<file path="config.mk">
export PLATFORM = sky130hd
export DESIGN_NAME = arp_rx
export DESIGN_NICKNAME = d
export VERILOG_FILES = /design/src/rtl/eth_pkg.sv /design/src/rtl/arp_rx.sv
export SDC_FILE = /design/constraint.sdc
export NUM_CORES = 1
export LEC_CHECK = 0
export BUFFER_PORTS_ARGS = -buffer_cell sky130_fd_sc_hd__buf_2
export CAP_MARGIN = 15
export CORE_MARGIN = 3
export CORE_UTILIZATION = 30
export CTS_CLUSTER_DIAMETER = 200
export CTS_CLUSTER_SIZE = 28
export DETAILED_ROUTE_END_ITERATION = 8
export GPL_ROUTABILITY_DRIVEN = 0
export PLACE_DENSITY = 0.49
export SYNTH_ARGS = -nofsm -noshare
export SYNTH_HDL_FRONTEND = slang
export SYNTH_SLANG_ARGS = --single-unit
</file>
<file path="constraint.sdc">
create_clock -name clk -period 2.7 [get_ports clk]
set_input_delay 0.135 -clock clk [delete_from_list [all_inputs] [get_ports clk]]
set_output_delay 0.135 -clock clk [all_outputs]
set_load 0.005 [all_outputs]
</file>
<file path="src/rtl/eth_pkg.sv">
// Shared Ethernet/ARP constants and byte-extraction helpers for the GMII receive path.
package eth_pkg;

  localparam logic [7:0]  ETH_PREAMBLE  = 8'h55;
  localparam logic [7:0]  ETH_SFD       = 8'hD5;
  localparam logic [15:0] ETH_TYPE_ARP  = 16'h0806;
  localparam logic [15:0] ARP_OP_REQ    = 16'h0001;
  localparam logic [15:0] ARP_OP_REPLY  = 16'h0002;
  localparam logic [47:0] ETH_BCAST_MAC = 48'hFF_FF_FF_FF_FF_FF;
  localparam logic [4:0]  ETH_HEAD_LEN  = 5'd14;
  localparam logic [4:0]  ARP_LEN       = 5'd28;
  // Number of 8'h55 bytes preceding the SFD
  localparam logic [4:0]  PREAMBLE_LEN  = 5'd7;

  // Byte idx of a MAC address in wire order (idx 0 = most significant byte)
  function automatic logic [7:0] mac_byte(input logic [47:0] mac, input logic [4:0] idx);
    logic [47:0] s;
    s = mac << (8 * idx);
    return s[47:40];
  endfunction

  // Byte idx of an IPv4 address in wire order (idx 0 = most significant byte)
  function automatic logic [7:0] ip_byte(input logic [31:0] ip, input logic [4:0] idx);
    logic [31:0] s;
    s = ip << (8 * idx);
    return s[31:24];
  endfunction

endpackage

</file>
<file path="src/rtl/arp_rx.sv">
// GMII ARP receive parser: accepts ARP request/reply frames addressed to this board
// and reports the sender MAC/IP and opcode with a one-cycle done pulse.
module arp_rx
  import eth_pkg::*;
#(
  parameter logic [47:0] BOARD_MAC = 48'h00_11_22_33_44_55,
  parameter logic [31:0] BOARD_IP  = {8'd192, 8'd168, 8'd1, 8'd10}
) (
  input  logic        clk,
  input  logic        rst_n,
  input  logic        gmii_rx_dv,
  input  logic [7:0]  gmii_rxd,
  output logic        arp_rx_done,
  output logic        arp_rx_type,
  output logic [47:0] src_mac,
  output logic [31:0] src_ip
);

  typedef enum logic [4:0] {
    st_idle     = 5'b00001,
    st_preamble = 5'b00010,
    st_eth_head = 5'b00100,
    st_arp_data = 5'b01000,
    st_rx_end   = 5'b10000
  } state_e;

  state_e      state_q, state_d;
  logic        dv_q;
  logic [7:0]  rxd_q;
  logic [4:0]  cnt_q, cnt_d;
  // Accumulated per-frame mismatch flags
  logic        not_board_q, not_board_d;
  logic        not_bcast_q, not_bcast_d;
  logic        bad_q, bad_d;
  // Shadow copies of the fields being parsed; committed only on acceptance
  logic [47:0] mac_sh_q, mac_sh_d;
  logic [31:0] ip_sh_q, ip_sh_d;
  logic        type_sh_q, type_sh_d;
  logic        done_q, done_d;
  logic        type_q, type_d;
  logic [47:0] src_mac_q, src_mac_d;
  logic [31:0] src_ip_q, src_ip_d;

  assign arp_rx_done = done_q;
  assign arp_rx_type = type_q;
  assign src_mac     = src_mac_q;
  assign src_ip      = src_ip_q;

  // Input capture: all decoding works on this registered copy of the GMII bus
  always_ff @(posedge clk or negedge rst_n) begin
    if (!rst_n) begin
      dv_q  <= 1'b0;
      rxd_q <= 8'h00;
    end else begin
      dv_q  <= gmii_rx_dv;
      rxd_q <= gmii_rxd;
    end
  end

  // State, counter, shadow and output registers
  always_ff @(posedge clk or negedge rst_n) begin
    if (!rst_n) begin
      state_q     <= st_idle;
      cnt_q       <= 5'd0;
      not_board_q <= 1'b0;
      not_bcast_q <= 1'b0;
      bad_q       <= 1'b0;
      mac_sh_q    <= 48'h0;
      ip_sh_q     <= 32'h0;
      type_sh_q   <= 1'b0;
      done_q      <= 1'b0;
      type_q      <= 1'b0;
      src_mac_q   <= 48'h0;
      src_ip_q    <= 32'h0;
    end else begin
      state_q     <= state_d;
      cnt_q       <= cnt_d;
      not_board_q <= not_board_d;
      not_bcast_q <= not_bcast_d;
      bad_q       <= bad_d;
      mac_sh_q    <= mac_sh_d;
      ip_sh_q     <= ip_sh_d;
      type_sh_q   <= type_sh_d;
      done_q      <= done_d;
      type_q      <= type_d;
      src_mac_q   <= src_mac_d;
      src_ip_q    <= src_ip_d;
    end
  end

  // Next-state logic: frame parsing, field checks and commit of accepted frames
  always_comb begin
    state_d     = state_q;
    cnt_d       = cnt_q;
    not_board_d = not_board_q;
    not_bcast_d = not_bcast_q;
    bad_d       = bad_q;
    mac_sh_d    = mac_sh_q;
    ip_sh_d     = ip_sh_q;
    type_sh_d   = type_sh_q;
    done_d      = 1'b0;
    type_d      = type_q;
    src_mac_d   = src_mac_q;
    src_ip_d    = src_ip_q;

    unique case (state_q)
      st_idle: begin
        cnt_d = 5'd0;
        if (dv_q && rxd_q == ETH_PREAMBLE) begin
          state_d = st_preamble;
        end
      end

      st_preamble: begin
        if (!dv_q) begin
          state_d = st_idle;
          cnt_d   = 5'd0;
        end else if (rxd_q == ETH_PREAMBLE && cnt_q < PREAMBLE_LEN - 5'd1) begin
          cnt_d = cnt_q + 5'd1;
        end else if (rxd_q == ETH_SFD && cnt_q == PREAMBLE_LEN - 5'd1) begin
          state_d     = st_eth_head;
          cnt_d       = 5'd0;
          not_board_d = 1'b0;
          not_bcast_d = 1'b0;
          bad_d       = 1'b0;
        end else begin
          state_d = st_rx_end;
          cnt_d   = 5'd0;
        end
      end

      st_eth_head: begin
        if (!dv_q) begin
          state_d = st_idle;
          cnt_d   = 5'd0;
        end else begin
          // Destination MAC may match either our address or broadcast
          if (cnt_q < 5'd6) begin
            not_board_d = not_board_q | (rxd_q != mac_byte(BOARD_MAC, cnt_q));
            not_bcast_d = not_bcast_q | (rxd_q != mac_byte(ETH_BCAST_MAC, cnt_q));
          end
          if (cnt_q == 5'd12) bad_d = bad_q | (rxd_q != ETH_TYPE_ARP[15:8]);
          if (cnt_q == 5'd13) bad_d = bad_q | (rxd_q != ETH_TYPE_ARP[7:0]);
          if (cnt_q == ETH_HEAD_LEN - 5'd1) begin
            cnt_d = 5'd0;
            if (!(not_board_d && not_bcast_d) && !bad_d) begin
              state_d = st_arp_data;
              bad_d   = 1'b0;
            end else begin
              state_d = st_rx_end;
            end
          end else begin
            cnt_d = cnt_q + 5'd1;
          end
        end
      end

      st_arp_data: begin
        if (!dv_q) begin
          state_d = st_idle;
          cnt_d   = 5'd0;
        end else begin
          if (cnt_q == 5'd6) begin
            bad_d = bad_q | (rxd_q != ARP_OP_REQ[15:8]);
          end else if (cnt_q == 5'd7) begin
            if (rxd_q == ARP_OP_REQ[7:0])        type_sh_d = 1'b0;
            else if (rxd_q == ARP_OP_REPLY[7:0]) type_sh_d = 1'b1;
            else                                 bad_d     = 1'b1;
          end else if (cnt_q >= 5'd8 && cnt_q <= 5'd13) begin
            mac_sh_d = {mac_sh_q[39:0], rxd_q};
          end else if (cnt_q >= 5'd14 && cnt_q <= 5'd17) begin
            ip_sh_d = {ip_sh_q[23:0], rxd_q};
          end else if (cnt_q >= 5'd24) begin
            bad_d = bad_q | (rxd_q != ip_byte(BOARD_IP, cnt_q - 5'd24));
          end

          if (cnt_q == ARP_LEN - 5'd1) begin
            state_d = st_rx_end;
            cnt_d   = 5'd0;
            if (!bad_d) begin
              done_d    = 1'b1;
              type_d    = type_sh_q;
              src_mac_d = mac_sh_q;
              src_ip_d  = ip_sh_q;
            end
          end else begin
            cnt_d = cnt_q + 5'd1;
          end
        end
      end

      st_rx_end: begin
        cnt_d = 5'd0;
        if (!dv_q) begin
          state_d = st_idle;
        end
      end

      default: begin
        state_d = st_idle;
        cnt_d   = 5'd0;
      end
    endcase
  end

endmodule

</file>
### Word-level counts from Yosys, hierarchy flattened

Index checks and enable logic that the tools add are counted.

| cells by class | value |
|---|---|
| add/subtract/negate cells | 2 |
| order comparisons | 6 |
| eq/ne operators | 29 |
| shifts and indexed selects | 3 |
| multiplexer cells | 55 |
| bitwise operators | 10 |
| reduce and logical (&&, ||, !) cells | 20 |

Operators by type and width:

| kind | count |
|---|---|
| 5-bit 2-to-1 mux | 16 |
| 37-bit by 8-bit left shift with 48-bit output (first input constant) | 1 |
| 48-bit by 8-bit left shift with 48-bit output (first input constant) | 1 |
| 1-bit 2-to-1 mux | 34 |
| 32-bit by 8-bit left shift with 32-bit output (first input constant) | 1 |
| 5-bit one-hot mux with 5 select lines | 1 |
| 8-bit inequality test | 3 |
| 5-bit AND reduction | 4 |
| 5-bit by 3-bit equality test with 1-bit output (second input constant) | 3 |
| 5-bit by 4-bit equality test with 1-bit output (second input constant) | 3 |
| 5-bit one-hot mux with 3 select lines | 1 |
| 2-bit inequality test (second input constant) | 7 |
| 6-bit AND reduction | 2 |
| 5-bit equality test (second input constant) | 2 |
| 5-bit by 4-bit >= comparator with 1-bit output (second input constant) | 2 |
| 3-bit inequality test (second input constant) | 3 |
| 8-bit by 1-bit equality test with 1-bit output (second input constant) | 1 |
| 8-bit by 2-bit equality test with 1-bit output (second input constant) | 1 |
| 8-bit by 7-bit equality test with 1-bit output (second input constant) | 1 |
| 8-bit equality test (second input constant) | 1 |
| 8-bit by 3-bit inequality test with 1-bit output (second input constant) | 1 |
| 8-bit by 4-bit inequality test with 1-bit output (second input constant) | 1 |
| 8-bit nonzero test | 1 |
| 1-bit logical AND | 7 |
| other kinds (16) | 27 |

| storage, ports and cells | value |
|---|---|
| register bits | 185 |
| bits of input ports | 11 |
| output and inout bits | 82 |
| word-level logic and storage cells | 139 |

### Logic depth before layout (Yosys ltp)

| logic depth | value |
|---|---|
| word-level depth | 15 |
| mapped depth | 9 |
| gate-level depth less buffers | 7 |

### Worst setup path after synthesis

No wires, ideal clock.

| timing | value |
|---|---|
| path type | reg-to-reg |
| start | register cnt_q[1] |
| end | register ip_sh_q[10] |
| library setup time | 0.125 ns |
| arrival time | 2.086 ns |
| data required time | 2.575 ns |
| slack | 0.490 ns |
| stages on the path, launching flop included | 9 |
| buffers on the path | 2 |
| period minus slack after synthesis | 2.210 ns |
| cells stage by stage | dfrtp_1 -> buf_2 -> inv_1 -> ha_1 -> nor4b_1 -> a32oi_1 -> nor3_2 -> buf_2 -> mux2_2 |

| on the way | value |
|---|---|
| word-level cells in the longest chain between the ends | 4 |
| elaborated cells on any way between the ends | 12 |
| classes of those cells | 4 x order compare; 2 x eq/ne; 3 x bitwise; 3 x reduce/logical |

Ends and longest elaborated chain:

| element | RTL line | RTL |
|---|---|---|
| start: declaration | arp_rx.sv:30 | `logic [4:0] cnt_q, cnt_d;` |
| start signal: assignment | arp_rx.sv:77 | `cnt_q <= cnt_d;` |
| 5-bit by 4-bit >= comparator with 1-bit output or 5-bit by 4-bit <= comparator with 1-bit output (tied branches) | arp_rx.sv:169 | `end else if (cnt_q >= 5'd8 && cnt_q <= 5'd13) begin` |
| 1-bit logical AND | arp_rx.sv:169 |  |
| 1-bit NOT (no line) | n/a |  |
| 6-bit AND reduction (no line) * | n/a |  |
| end signal: assignment | arp_rx.sv:82 | `ip_sh_q <= ip_sh_d;` |
| end: declaration | arp_rx.sv:37 | `logic [31:0] ip_sh_q, ip_sh_d;` |

Every way passes the cells marked *; elsewhere a longest branch is shown, timed or not.
A chain may end at the register's enable or synchronous reset.

### Worst setup path after layout

| timing | value |
|---|---|
| start | register cnt_q[0] |
| end | register src_ip_q[1], in the netlist src_ip[1] |

| on the way | value |
|---|---|
| word-level cells in the longest chain between the ends | 13 |
| elaborated cells on any way between the ends | 23 |
| classes of those cells | 1 x add/sub; 5 x order compare; 4 x eq/ne; 1 x shift; 7 x mux; 2 x bitwise; 3 x reduce/logical |

Ends and longest elaborated chain:

| element | RTL line | RTL |
|---|---|---|
| 5-bit subtractor | arp_rx.sv:174 | `bad_d = bad_q \| (rxd_q != ip_byte(BOARD_IP, cnt_q - 5'd24));` |
| 32-bit by 8-bit left shift with 32-bit output | eth_pkg.sv:25 | `s = ip << (8 * idx);` |
| 8-bit inequality test | arp_rx.sv:174 |  |
| 1-bit bitwise OR | arp_rx.sv:174 |  |
| 1-bit 2-to-1 mux | arp_rx.sv:173 | `end else if (cnt_q >= 5'd24) begin` |
| 1-bit 2-to-1 mux | arp_rx.sv:171 | `end else if (cnt_q >= 5'd14 && cnt_q <= 5'd17) begin` |
| 1-bit 2-to-1 mux | arp_rx.sv:169 |  |
| 1-bit 2-to-1 mux | arp_rx.sv:165 | `end else if (cnt_q == 5'd7) begin` |
| 1-bit 2-to-1 mux | arp_rx.sv:163 | `if (cnt_q == 5'd6) begin` |
| 1-bit 2-to-1 mux | arp_rx.sv:159 | `if (!dv_q) begin` |
| 1-bit 2-to-1 mux | arp_rx.sv:106 | `unique case (state_q)` |
| 1-bit NOT (no line) | n/a |  |
| 4-bit AND reduction (no line) * | n/a |  |
| end signal: assignment | arp_rx.sv:87 | `src_ip_q <= src_ip_d;` |
| end: declaration | arp_rx.sv:42 | `logic [31:0] src_ip_q, src_ip_d;` |

Every way passes the cells marked *; elsewhere a longest branch is shown, timed or not. The select of a mux whose other input is x is not followed.

==> impl_results.md <==
* Status: completed
* Multiplexer share of the synthesized area at 0.2682
* CTS tree: built
* Hold Path Class: in -> async
* Top sig layer: met4
* Int Pwr at 0.004084 W
* Total grt overflow at 0
* Post-route cell area at about 0.0095 sq mm
* Worst EP arrival at 2.80 ns
* Setup violations, final at 0
* Worst skew pair latency at between 0.4 and 0.5 ns
* Antenna cells at 0
* Length of routed wiring on met1 at 7.830 mm
* H-tree depth at 4
* Final hold vios at 0
* Clock share of power at 0.467
* Initial antenna violation count at 0
* Clock slew at reported path FFs at 0.09 ns
* Ys Warns at 0
* NetSw at 0.001376 W
* Routed length on met3 at 689 microns
* Syn_area_per_cell at about 16 sq um
* Leakage power total at between 4 and 5 nW
* Commonest non-fill, non-tap cell in the layout: dfrtp_1
* R2r setup slk at approximately 0.21 ns
* R2r worst-path depth at 8
* Wire length per cell at 16.69 microns
* Pin count of the biggest net entering global routing at 84
* Final Critical Period at 2.487 ns
* Pwr Density at 572.2 mW/mm^2
* Setup TNS at 0 ns
* Ys async rst share at 1.000
* Pwr Total at 0.005460 W
* Register area share after synthesis at 0.5804
* Final WS setup at 0.2131 ns
* Clock Path Buffers at 2
* Worst Setup Path Type: reg -> reg
* Reg power frac at 0.511
* Port Buffers at 92
* Sw Share at 0.2520
* Post-route ant nets at 0
* Post-synthesis compound-gate area fraction at 0.03497
* Row count at 59
* Placed instance area at 0.008826 sq mm
* Yosys cell types at 63
* Post-Route WL at ~16 mm
* Synthesized area at around 0.008 sq mm
* Syn Nets at around 530
* Die W at 169.1 microns
* RSZ-0062 raised after global routing: false
* R2r endpoint: src_ip[1]
* Largest family of logic cells by synthesized area: multiplexers
* CTS Root Cell: clkbuf_16
* Vias at 4,580
* RR Startpoint: cnt_q[0]
* Rel. slew slack at 0.5351
* Synthesized flop and latch total at ~190
* First-pass GRT wire length at 27.08 mm
* Synth Area in XOR/XNOR at 0.007684
* DP HPWL at 10.77 mm
* Largest fanout on the critical path at 34
* Core area at 0.02613 sq mm
* Endpoint type of the worst setup path: register
* Clock sinks at about 190
* Layout cells sized above 1 at 0.4976
* Fin crit share at 0.9211
* Final Max Tran Viols at 0
* Cell count after synthesis at 513
* Least-Margin Pin Slew at just under 0.7 ns
* Max-Cap Viols at 0
* Proportion of power drawn by combinational gates at 0.022
* Die height at 169.1 microns
* Met2 WL post-DR at 7.464 mm
* Clock Skew at 0.02188 ns
* Most frequent cells in the layout: dfrtp_1, buf_2, mux2_2
* Worst Setup Slack post-DPL at 0.2150 ns
* Vias in the first global route at between 4,000 and 5,000
* Synthesis-to-layout area growth at 19.60%
* TritonCTS buffer count at 17
* Drt pass-1 iters at 5
* Main synth FF type: dfrtp_1
* Worst-case vdd ir drop at roughly 340 uV
* Starting Density at 0.3053
* Count of nets after finishing at ~640
* Residual DRC count at 0
* Vias per inst at 4.712
* Total Die Area at 0.02859 sq mm
* Worst Path Required at 3.01 ns
* EDFF count, synth at 0
* Worst hold margin at roughly 0.28 ns
* Adder and majority cell fraction of the synthesized area at 0.006273
* Simple-gate share of the synthesized area at 0.06539
* GR Util All Layers at 0.1180
* 1st-iter DRT viols at between 300 and 400
* Fmax at around 0.40 GHz
* # IOs at between 90 and 100
* CP startpoint kind: register
-- registers in the layout (all words and copies together), names as in the netlist, 5 cells and up --
register / count
src_ip: 32
rxd_q: 8
src_mac: 48
mac_sh_q: 48
cnt_q: 5
state_q: 5
ip_sh_q: 32
-- power by group through the flow --
stage          clock, W  sequential, W  combinational [W]
2_1_floorplan         0        0.00284          0.0000286
3_3_place_gp          0        0.00284           0.000113
3_5_place_dp          0        0.00284           0.000117
4_1_cts         0.00265        0.00279           0.000128
5_1_grt         0.00276        0.00279           0.000140
6_report        0.00255        0.00279           0.000122
-- area by class of cell --
type,instances,area [sq um]
Clock buffer,17,425.4
Timing Repair Buffer,120,767.0
Multi-Input combinational cell,293,3083
Inverter,7,26.28
Tap cell,335,419.2
Sequential cell,185,4632
Fill cell,2515,16590
Clock inverter,15,190.2
-- cells by family (layout without fill, tap and decap cells) --
kind of cell / count (synthesis) / in the layout
mux: 164 / 164
buf+inv: 35 / 159
compound gates: 38 / 38
xor+xnor: 7 / 7
flops: 185 / 185
simple gates: 80 / 80
fa+ha+maj: 4 / 4
-- stage by stage --
stage | util | instances
floorplan | - | 513
global placement | 0.3377 | 930
detailed placement | 0.3377 | 930
CTS | 0.3651 | 972
global route | 0.3652 | 972
finish | 0.3652 | 972
-- layer usage --
layer | vias up | global-route usage
met5 | - | 0
met4 | 0 | 0.04018
met3 | 15 | 0.02756
met2 | 113 | 0.1798
met1 | 2372 | 0.1659
li1 | 2080 | -
-- synthesized netlist by cell type, types with 2 or more instances --
cell,n,area share
dfrtp_1,184,0.58
mux2_2,82,0.12
mux2_4,79,0.15
nor2_1,19,0.0089
buf_2,10,0.0063
buf_12,8,0.020
nand2_1,8,0.0038
o21ai_0,8,0.0050
inv_1,7,0.0033
nand3_1,7,0.0044
clkbuf_1,6,0.0028
nor4b_1,5,0.0055
a211oi_1,4,0.0038
a21oi_1,4,0.0025
ha_1,4,0.0063
nand4_1,4,0.0031
nor2b_1,4,0.0031
nor3_1,4,0.0025
xnor2_1,4,0.0044
and2_1,3,0.0024
and3_1,3,0.0024
mux2i_1,3,0.0038
xor2_1,3,0.0033
a211o_1,2,0.0022
a22oi_1,2,0.0019
a31oi_1,2,0.0016
and3b_1,2,0.0022
buf_4,2,0.0019
buf_6,2,0.0028
nand4bb_1,2,0.0028
nor4b_2,2,0.0038
o22ai_1,2,0.0016
o311ai_0,2,0.0022
-- how the worst max path moves through the flow --
stage | depth (start not counted) | from | to | slack [ns]
global placement | 8 | cnt_q[0] | src_ip[1] | 0.31
finish | 8 | cnt_q[0] | src_ip[1] | 0.21
detailed placement | 6 | cnt_q[0] | src_mac[11] | 0.22
CTS | 7 | cnt_q[1] | ip_sh_q[9] | 0.21
global route | 8 | cnt_q[0] | src_ip[1] | 0.06
floorplan | 8 | cnt_q[1] | ip_sh_q[10] | 0.49
-- worst max-delay path, cell delays in order (launching register included) --
cell and delay (ns):
dfrtp_1 0.62, inv_1 0.15, ha_1 0.25, nand2b_1 0.17, a311oi_2 0.27, nor4b_2 0.12, nand4bb_4 0.15, buf_12 0.27
mux2_2 0.37
-- timing repair --
action	in CTS	in global routing
buffers inserted	0	0
hold buffers	10	0
resized for setup	0	1
endpoints found under the setup margin	0	3
endpoints found under the hold margin	88	0
No activity file was read; power rests on OpenSTA's default activity.
